## src/rtl/vga_glyph_if.sv

```systemverilog
// Bundles the character-write bus, glyph ROM port and VGA pin outputs of vga_glyph_render.
interface vga_glyph_if;
  logic        char_we;
  logic [2:0]  char_idx;
  logic [3:0]  char_code;
  logic        char_clr;
  logic [3:0]  ra;
  logic [15:0] rd;
  logic        hsync;
  logic        vsync;
  logic [2:0]  rgb;
  logic        frame_start;

  // System side: CPU write port, ROM data return, VGA connector.
  modport master (
    output char_we, char_idx, char_code, char_clr, rd,
    input  ra, hsync, vsync, rgb, frame_start
  );

  // Renderer side.
  modport slave (
    input  char_we, char_idx, char_code, char_clr, rd,
    output ra, hsync, vsync, rgb, frame_start
  );
endinterface

```

## src/rtl/vga_glyph_render.sv

```systemverilog
// VGA timing generator plus an 8-character text line rendered from a 3x5 glyph ROM.
// Counters -> stage1 (ROM address, dot select) -> stage2 (pixel), syncs delayed to match.
module vga_glyph_render #(
  parameter int unsigned HVis      = 640,
  parameter int unsigned HFp       = 16,
  parameter int unsigned HSync     = 96,
  parameter int unsigned HBp       = 48,
  parameter int unsigned VVis      = 480,
  parameter int unsigned VFp       = 10,
  parameter int unsigned VSync     = 2,
  parameter int unsigned VBp       = 33,
  parameter int unsigned X0        = 64,
  parameter int unsigned Y0        = 200,
  parameter int unsigned ScaleLog2 = 4,
  parameter logic [2:0]  Color     = 3'b111
) (
  input logic        clk,
  input logic        reset,
  vga_glyph_if.slave bus
);
  localparam int unsigned HTot = HVis + HFp + HSync + HBp;
  localparam int unsigned VTot = VVis + VFp + VSync + VBp;
  localparam int unsigned HW   = $clog2(HTot);
  localparam int unsigned VW   = $clog2(VTot);

  localparam logic [HW-1:0] HLast   = HW'(HTot - 1);
  localparam logic [VW-1:0] VLast   = VW'(VTot - 1);
  localparam logic [HW-1:0] HsStart = HW'(HVis + HFp);
  localparam logic [HW-1:0] HsEnd   = HW'(HVis + HFp + HSync);
  localparam logic [VW-1:0] VsStart = VW'(VVis + VFp);
  localparam logic [VW-1:0] VsEnd   = VW'(VVis + VFp + VSync);
  localparam logic [HW-1:0] HVisC   = HW'(HVis);
  localparam logic [VW-1:0] VVisC   = VW'(VVis);
  localparam logic [HW-1:0] X0C     = HW'(X0);
  localparam logic [VW-1:0] Y0C     = VW'(Y0);
  localparam logic [HW-1:0] TxtW    = HW'(32 << ScaleLog2);
  localparam logic [VW-1:0] TxtH    = VW'(5 << ScaleLog2);

  logic [HW-1:0] h_cnt;
  logic [VW-1:0] v_cnt;

  logic [7:0] shadow_valid_q, shadow_valid_d, active_valid_q;
  logic [3:0] shadow_code_q [8];
  logic [3:0] active_code_q [8];

  logic          copy;
  logic          hs0, vs0, in_region;
  logic [HW-1:0] dx;
  logic [VW-1:0] dy;
  logic [2:0]    slot, row;
  logic [1:0]    col;
  logic [3:0]    row4, bit_idx;

  logic       frame_start_q, on_q, hs1_q, vs1_q, hsync_q, vsync_q;
  logic [3:0] ra_q, bit_q;
  logic [2:0] rgb_q;

  // Stage 0: sync windows, reload strobe and text-cell decode from the raw counters.
  always_comb begin
    copy      = (h_cnt == '0) && (v_cnt == VsStart);
    hs0       = !((h_cnt >= HsStart) && (h_cnt < HsEnd));
    vs0       = !((v_cnt >= VsStart) && (v_cnt < VsEnd));
    dx        = h_cnt - X0C;
    dy        = v_cnt - Y0C;
    in_region = (h_cnt >= X0C) && (dx < TxtW) && (v_cnt >= Y0C) && (dy < TxtH) &&
                (h_cnt < HVisC) && (v_cnt < VVisC);
    slot      = dx[ScaleLog2+4 -: 3];
    col       = dx[ScaleLog2+1 -: 2];
    row       = dy[ScaleLog2+2 -: 3];
    row4      = {1'b0, row};
    // Dot index inside the glyph word: rd[14] is row 0 col 0, row-major.
    bit_idx   = 4'd14 - (row4 + {row4[2:0], 1'b0}) - {2'b00, col};
  end

  // Clear happens before write, so a same-cycle clear+write leaves only that slot valid.
  always_comb begin
    shadow_valid_d = shadow_valid_q;
    if (bus.char_clr) shadow_valid_d = '0;
    if (bus.char_we)  shadow_valid_d[bus.char_idx] = 1'b1;
  end

  // Free-running raster counters.
  always_ff @(posedge clk or posedge reset) begin
    if (reset) begin
      h_cnt <= '0;
      v_cnt <= '0;
    end else if (h_cnt == HLast) begin
      h_cnt <= '0;
      v_cnt <= (v_cnt == VLast) ? '0 : v_cnt + 1'b1;
    end else begin
      h_cnt <= h_cnt + 1'b1;
    end
  end

  // CPU-written shadow line.
  always_ff @(posedge clk or posedge reset) begin
    if (reset) begin
      shadow_valid_q <= '0;
      shadow_code_q  <= '{default: 4'd0};
    end else begin
      shadow_valid_q <= shadow_valid_d;
      if (bus.char_we) shadow_code_q[bus.char_idx] <= bus.char_code;
    end
  end

  // Active line reloads at vsync start; a write in that same cycle only reaches the shadow.
  always_ff @(posedge clk or posedge reset) begin
    if (reset) begin
      active_valid_q <= '0;
      active_code_q  <= '{default: 4'd0};
      frame_start_q  <= 1'b0;
    end else begin
      frame_start_q <= copy;
      if (copy) begin
        active_valid_q <= shadow_valid_q;
        active_code_q  <= shadow_code_q;
      end
    end
  end

  // Stage 1: ROM address, dot enable and bit select; ra holds outside the text line.
  always_ff @(posedge clk or posedge reset) begin
    if (reset) begin
      ra_q  <= 4'd0;
      on_q  <= 1'b0;
      bit_q <= 4'd0;
      hs1_q <= 1'b1;
      vs1_q <= 1'b1;
    end else begin
      if (in_region) ra_q <= active_code_q[slot];
      on_q  <= in_region && active_valid_q[slot] && (col != 2'd3);
      bit_q <= bit_idx;
      hs1_q <= hs0;
      vs1_q <= vs0;
    end
  end

  // Stage 2: pixel from ROM data, syncs delayed to stay aligned with rgb.
  always_ff @(posedge clk or posedge reset) begin
    if (reset) begin
      rgb_q   <= 3'b000;
      hsync_q <= 1'b1;
      vsync_q <= 1'b1;
    end else begin
      rgb_q   <= (on_q && bus.rd[bit_q]) ? Color : 3'b000;
      hsync_q <= hs1_q;
      vsync_q <= vs1_q;
    end
  end

  assign bus.ra          = ra_q;
  assign bus.hsync       = hsync_q;
  assign bus.vsync       = vsync_q;
  assign bus.rgb         = rgb_q;
  assign bus.frame_start = frame_start_q;
endmodule

```

## src/flat_wrapper.sv

```systemverilog
// flat-port wrapper written by rule: the top's interface ports become plain ports
module vga_glyph_render_flat 
#(
  parameter int unsigned HVis      = 640,
  parameter int unsigned HFp       = 16,
  parameter int unsigned HSync     = 96,
  parameter int unsigned HBp       = 48,
  parameter int unsigned VVis      = 480,
  parameter int unsigned VFp       = 10,
  parameter int unsigned VSync     = 2,
  parameter int unsigned VBp       = 33,
  parameter int unsigned X0        = 64,
  parameter int unsigned Y0        = 200,
  parameter int unsigned ScaleLog2 = 4,
  parameter logic [2:0]  Color     = 3'b111
)
  (clk, reset, bus_char_we, bus_char_idx, bus_char_code, bus_char_clr, bus_rd, bus_ra, bus_hsync, bus_vsync, bus_rgb, bus_frame_start);
  vga_glyph_if bus_i ();
  input logic clk;
  input logic reset;
  input wire logic [$bits(bus_i.char_we)-1:0] bus_char_we;
  input wire logic [$bits(bus_i.char_idx)-1:0] bus_char_idx;
  input wire logic [$bits(bus_i.char_code)-1:0] bus_char_code;
  input wire logic [$bits(bus_i.char_clr)-1:0] bus_char_clr;
  input wire logic [$bits(bus_i.rd)-1:0] bus_rd;
  output wire logic [$bits(bus_i.ra)-1:0] bus_ra;
  output wire logic [$bits(bus_i.hsync)-1:0] bus_hsync;
  output wire logic [$bits(bus_i.vsync)-1:0] bus_vsync;
  output wire logic [$bits(bus_i.rgb)-1:0] bus_rgb;
  output wire logic [$bits(bus_i.frame_start)-1:0] bus_frame_start;
  assign bus_i.char_we = bus_char_we;
  assign bus_i.char_idx = bus_char_idx;
  assign bus_i.char_code = bus_char_code;
  assign bus_i.char_clr = bus_char_clr;
  assign bus_i.rd = bus_rd;
  assign bus_ra = bus_i.ra;
  assign bus_hsync = bus_i.hsync;
  assign bus_vsync = bus_i.vsync;
  assign bus_rgb = bus_i.rgb;
  assign bus_frame_start = bus_i.frame_start;
  vga_glyph_render #(.HVis(HVis), .HFp(HFp), .HSync(HSync), .HBp(HBp), .VVis(VVis), .VFp(VFp), .VSync(VSync), .VBp(VBp), .X0(X0), .Y0(Y0), .ScaleLog2(ScaleLog2), .Color(Color)) u_core (.clk(clk), .reset(reset), .bus(bus_i));
endmodule
```

## config.mk

```make
export PLATFORM = sky130hd
export DESIGN_NAME = vga_glyph_render_flat
export DESIGN_NICKNAME = d
export VERILOG_FILES = /design/src/rtl/vga_glyph_if.sv /design/src/rtl/vga_glyph_render.sv /design/src/flat_wrapper.sv
export SDC_FILE = /design/constraint.sdc
export NUM_CORES = 1
export LEC_CHECK = 0
export CORE_MARGIN = 2
export CORE_UTILIZATION = 59
export DETAILED_ROUTE_END_ITERATION = 8
export GPL_TIMING_DRIVEN = 0
export PLACE_DENSITY = 0.8
export SYNTH_ARGS = -nofsm -noshare
export SYNTH_HDL_FRONTEND = slang
export SYNTH_SLANG_ARGS = --single-unit
```

## constraint.sdc

```tcl
create_clock -name clk -period 4.53 [get_ports clk]
set_input_delay 0.906 -clock clk [delete_from_list [all_inputs] [get_ports clk]]
set_output_delay 0.906 -clock clk [all_outputs]
set_load 0.03 [all_outputs]
```

==> impl_metrics.py <==
metrics = {
    "timing": {
        "holdWs_ps": 357.5,
        "setup_viol": 0,
        "clock_skew_ps": 10.22,
        "maxSlewHeadroom_pct": 25.94,
        "rsz0062_at_grt": "no",
        "min_period_ps": 3071,
        "fmax_mhz": 325.7,
        "slew_viol_final": 0,
        "tightest_slew_ps": 1109,
        "hold_violations": 0,
        "fin_crit_sh_pct": 67.79,
    },
    "global_routing": {
        "overflow": 0,
        "grt_pass1_vias": 3508,
        "track_usage_pct": 23.58,
        "antenna_found_initial": 0,
        "grt_pass1_wl_mm": 17.58,
        "grt_max_degree": 76,
    },
    "drt": {
        "drc": 0,
        "drt-initial-drc-count": 214,
        "antenna_left": 0,
        "drtPass1Iterations": 4,
        "viasPerCell": 5.676,
        "wl_per_cell_um": 18.56,
        "vias": 3167,
        "routed_wl_mm": 10.36,
    },
    "synth": {
        "synth_compound_area_share_pct": 2.765,
        "ys_ff_latch": 115,
        "syn_inst": 381,
        "synth-xor-area-share_pct": 3.451,
        "synth-adder-area-share_pct": 4.160,
        "yosysTopAreaCell": "dfrtp_1",
        "synth_common_cells": "dfrtp_1, mux2_2, inv_1",
        "ys_seq_area_share_pct": 54.46,
        "synth_top_family_by_area": "multiplexers",
        "ys.flop_type": "dfrtp_1",
        "synth.top_cell.area_share_pct": 52.47,
        "yosys.cell_count.top_type": "dfrtp_1",
        "synth_cell_types": 43,
        "synthArstFlopShare_pct": 100.0,
        "synth_area_um2": 5294,
        "synth.avg_cell_area_um2": 13.89,
        "ys_warn_count": 0,
        "netlist_top_cells_area": "dfrtp_1, mux2_2, mux4_2",
        "synth-simple-area-share_pct": 7.894,
        "synth-edff-count": 0,
        "synth.area.mux_share_pct": 23.87,
        "syn_nets": 425,
    },
    "worst_setup_path": {
        "worst-r2r-setup-slack_ps": 1460,
        "r2r_end": "u_core.bus.ra[1]$_DFFE_PP0P_",
        "crit_end": "u_core.bus.ra[1]$_DFFE_PP0P_",
        "cp-startpoint": "u_core.h_cnt[6]$_DFF_PP0_",
        "crit_path_end_kind": "flop",
        "arrival_ps": 3480,
        "crit_required_ps": 4930,
        "critPathMaxFanout": 10,
        "r2r_start": "u_core.h_cnt[6]$_DFF_PP0_",
        "crit_path_start_kind": "flop",
        "critPathKind": "flop to flop",
        "reg2regPathDepth": 8,
    },
    "die": {
        "fp-row-count": 34,
        "die-area_um2": 9747,
        "core_area_um2": 8721,
        "die_width_um": 98.73,
        "pin_count": 37,
        "start_util_pct": 60.70,
        "die_h_um": 98.73,
    },
    "final_layout": {
        "multi_input_area_um2": 2231,
        "fillers": 578,
        "nets": 481,
        "drive_gt1_share_pct": 32.67,
        "antenna_cells": 0,
        "syn2layout_area_growth_pct": 21.22,
        "fin_cells": 558,
        "fin_area_um2": 6417,
        "seq_area_um2": 2883,
    },
    "cts": {
        "cts_setup_buffers": 0,
        "clock_sinks": 115,
        "cts_tree": "yes",
        "cts.clk_slew.worst_paths_ps": 60,
        "cts_made_buffers": 17,
        "clk_latency_ps": 520,
        "htree_num_levels": 4,
        "cts_resized": 0,
        "cts_root_buf": "clkbuf_8",
        "clockBufferDepth": 2,
        "hold_buffers": 0,
    },
    "placed_design": {
        "placed_cell_area_um2": 5819,
        "gp_congestion": 0.8978,
        "portBuffers": 36,
        "dp_cells": 526,
        "hpwlAfterDp_mm": 7.003,
    },
    "power_and_ir_drop": {
        "powerDensity_nw_per_um2": 403.4,
        "p_leak_uw": 0.002948,
        "ir_drop_v": 0.0003544,
    },
    "run": {
        "drv_cap": 0,
    },
    "min_path": {
        "min-delay-path-class": "flop to flop",
    },
    "status": {
        "status": "finished clean",
    },
}
## kinds of logic after synthesis
family                   after synthesis
AO/OA/AOI/OAI                         21
adder cells (fa/ha/maj)               17
buffers and inverters                 38
flip-flops                           115
AND/OR/NAND/NOR                       74
multiplexers                          96
XOR/XNOR                              20
## area by class of cell
type                       instances  area share [%]
sequential                       115           44.92
timing repair buffer              37           6.044
clock buffer                      17           6.454
buffer                            16           1.521
multi-input combinational        228           34.76
clock inverter                    15           2.866
tap                              108           2.106
inverter                          22           1.326
## metrics by stage
step	power, uW	TNS, ps	util (%)	worst slack, ps
after floorplan	1216	0	-	586.6
after global placement	1260	-98980	66.38	-900.0
after detailed placement	1278	0	66.73	1439
after CTS	2611	0	73.59	1420
after global routing	2684	0	73.59	1285
final	2589	0	73.59	1459
## how the worst min path moves through the flow
stage | to | startpoint | cells after the start | slack [ps]
finish | u_core.bus.vsync$_DFF_PP1_ | u_core.vs1_q$_DFF_PP1_ | 0 | 360
global route | u_core.bus.hsync$_DFF_PP1_ | u_core.hs1_q$_DFF_PP1_ | 0 | 360
CTS | u_core.bus.vsync$_DFF_PP1_ | u_core.vs1_q$_DFF_PP1_ | 0 | 360
detailed placement | u_core.bus.vsync$_DFF_PP1_ | u_core.vs1_q$_DFF_PP1_ | 0 | 350
global placement | u_core.bus.vsync$_DFF_PP1_ | u_core.vs1_q$_DFF_PP1_ | 0 | 350
floorplan | u_core.bus.hsync$_DFF_PP1_ | u_core.hs1_q$_DFF_PP1_ | 0 | 350
## critical path: stages, from the launching register on
cell and delay, ps:
dfrtp_1 370, buf_2 230, buf_2 350, inv_1 140
ha_1 300, clkbuf_1 550, mux4_2 430, mux2_2 300
mux2_4 280
## report_power, final
group	leakage, uW	internal, uW	switching, uW	total, uW
Combinational	0.00117	76.5	53.9	130
Sequential	0.00151	1100	32.8	1130
Clock	0.000273	839	491	1330
## registers in the layout, indices dropped and copies added, names as in the netlist
| register | cells |
|---|---|
| u_core.active_code_q | 32 |
| u_core.shadow_code_q | 32 |
| u_core.h_cnt | 10 |
| u_core.v_cnt | 10 |
| u_core.active_valid_q | 8 |
| u_core.shadow_valid_q | 8 |
| u_core.bit_q | 4 |
| u_core.bus.ra | 4 |
| u_core.bus.frame_start | 1 |
| u_core.bus.hsync | 1 |
| u_core.bus.rgb | 1 |
| u_core.bus.vsync | 1 |
| u_core.hs1_q | 1 |
| u_core.on_q | 1 |
| u_core.vs1_q | 1 |
## placed cells by master, fill, tap and decap left out, types with 5 or more instances in the layout
cell type        netlist  routed
o21ai_0                8       8
clkbuf_1               5       5
nor2b_1                5       5
mux4_2                15      15
nor2_1                19      19
dfrtp_1              111     111
xor2_1                 5       5
nand4_1                9       9
ha_1                  16      16
nor3_1                 5       5
clkbuf_16              0      16
mux2_2                74      74
nand2_1                6       6
inv_1                 22      21
buf_4                  7       7
nand3_1                9       9
xnor2_1               14      14
nor3b_1                5       5
clkinvlp_4             0       6
clkdlybuf4s50_1        0      36
## layer usage
metal  up-vias  part of all wire (%)  GRT usage (%)
li1       1469                     -              -
met3        15                   4.1          7.305
met2        67                    52          39.09
met1      1616                    42          29.73
met4         0                   1.4          8.114
met5         -                     0              0
Note: power is estimated with default switching activity, not from simulation.
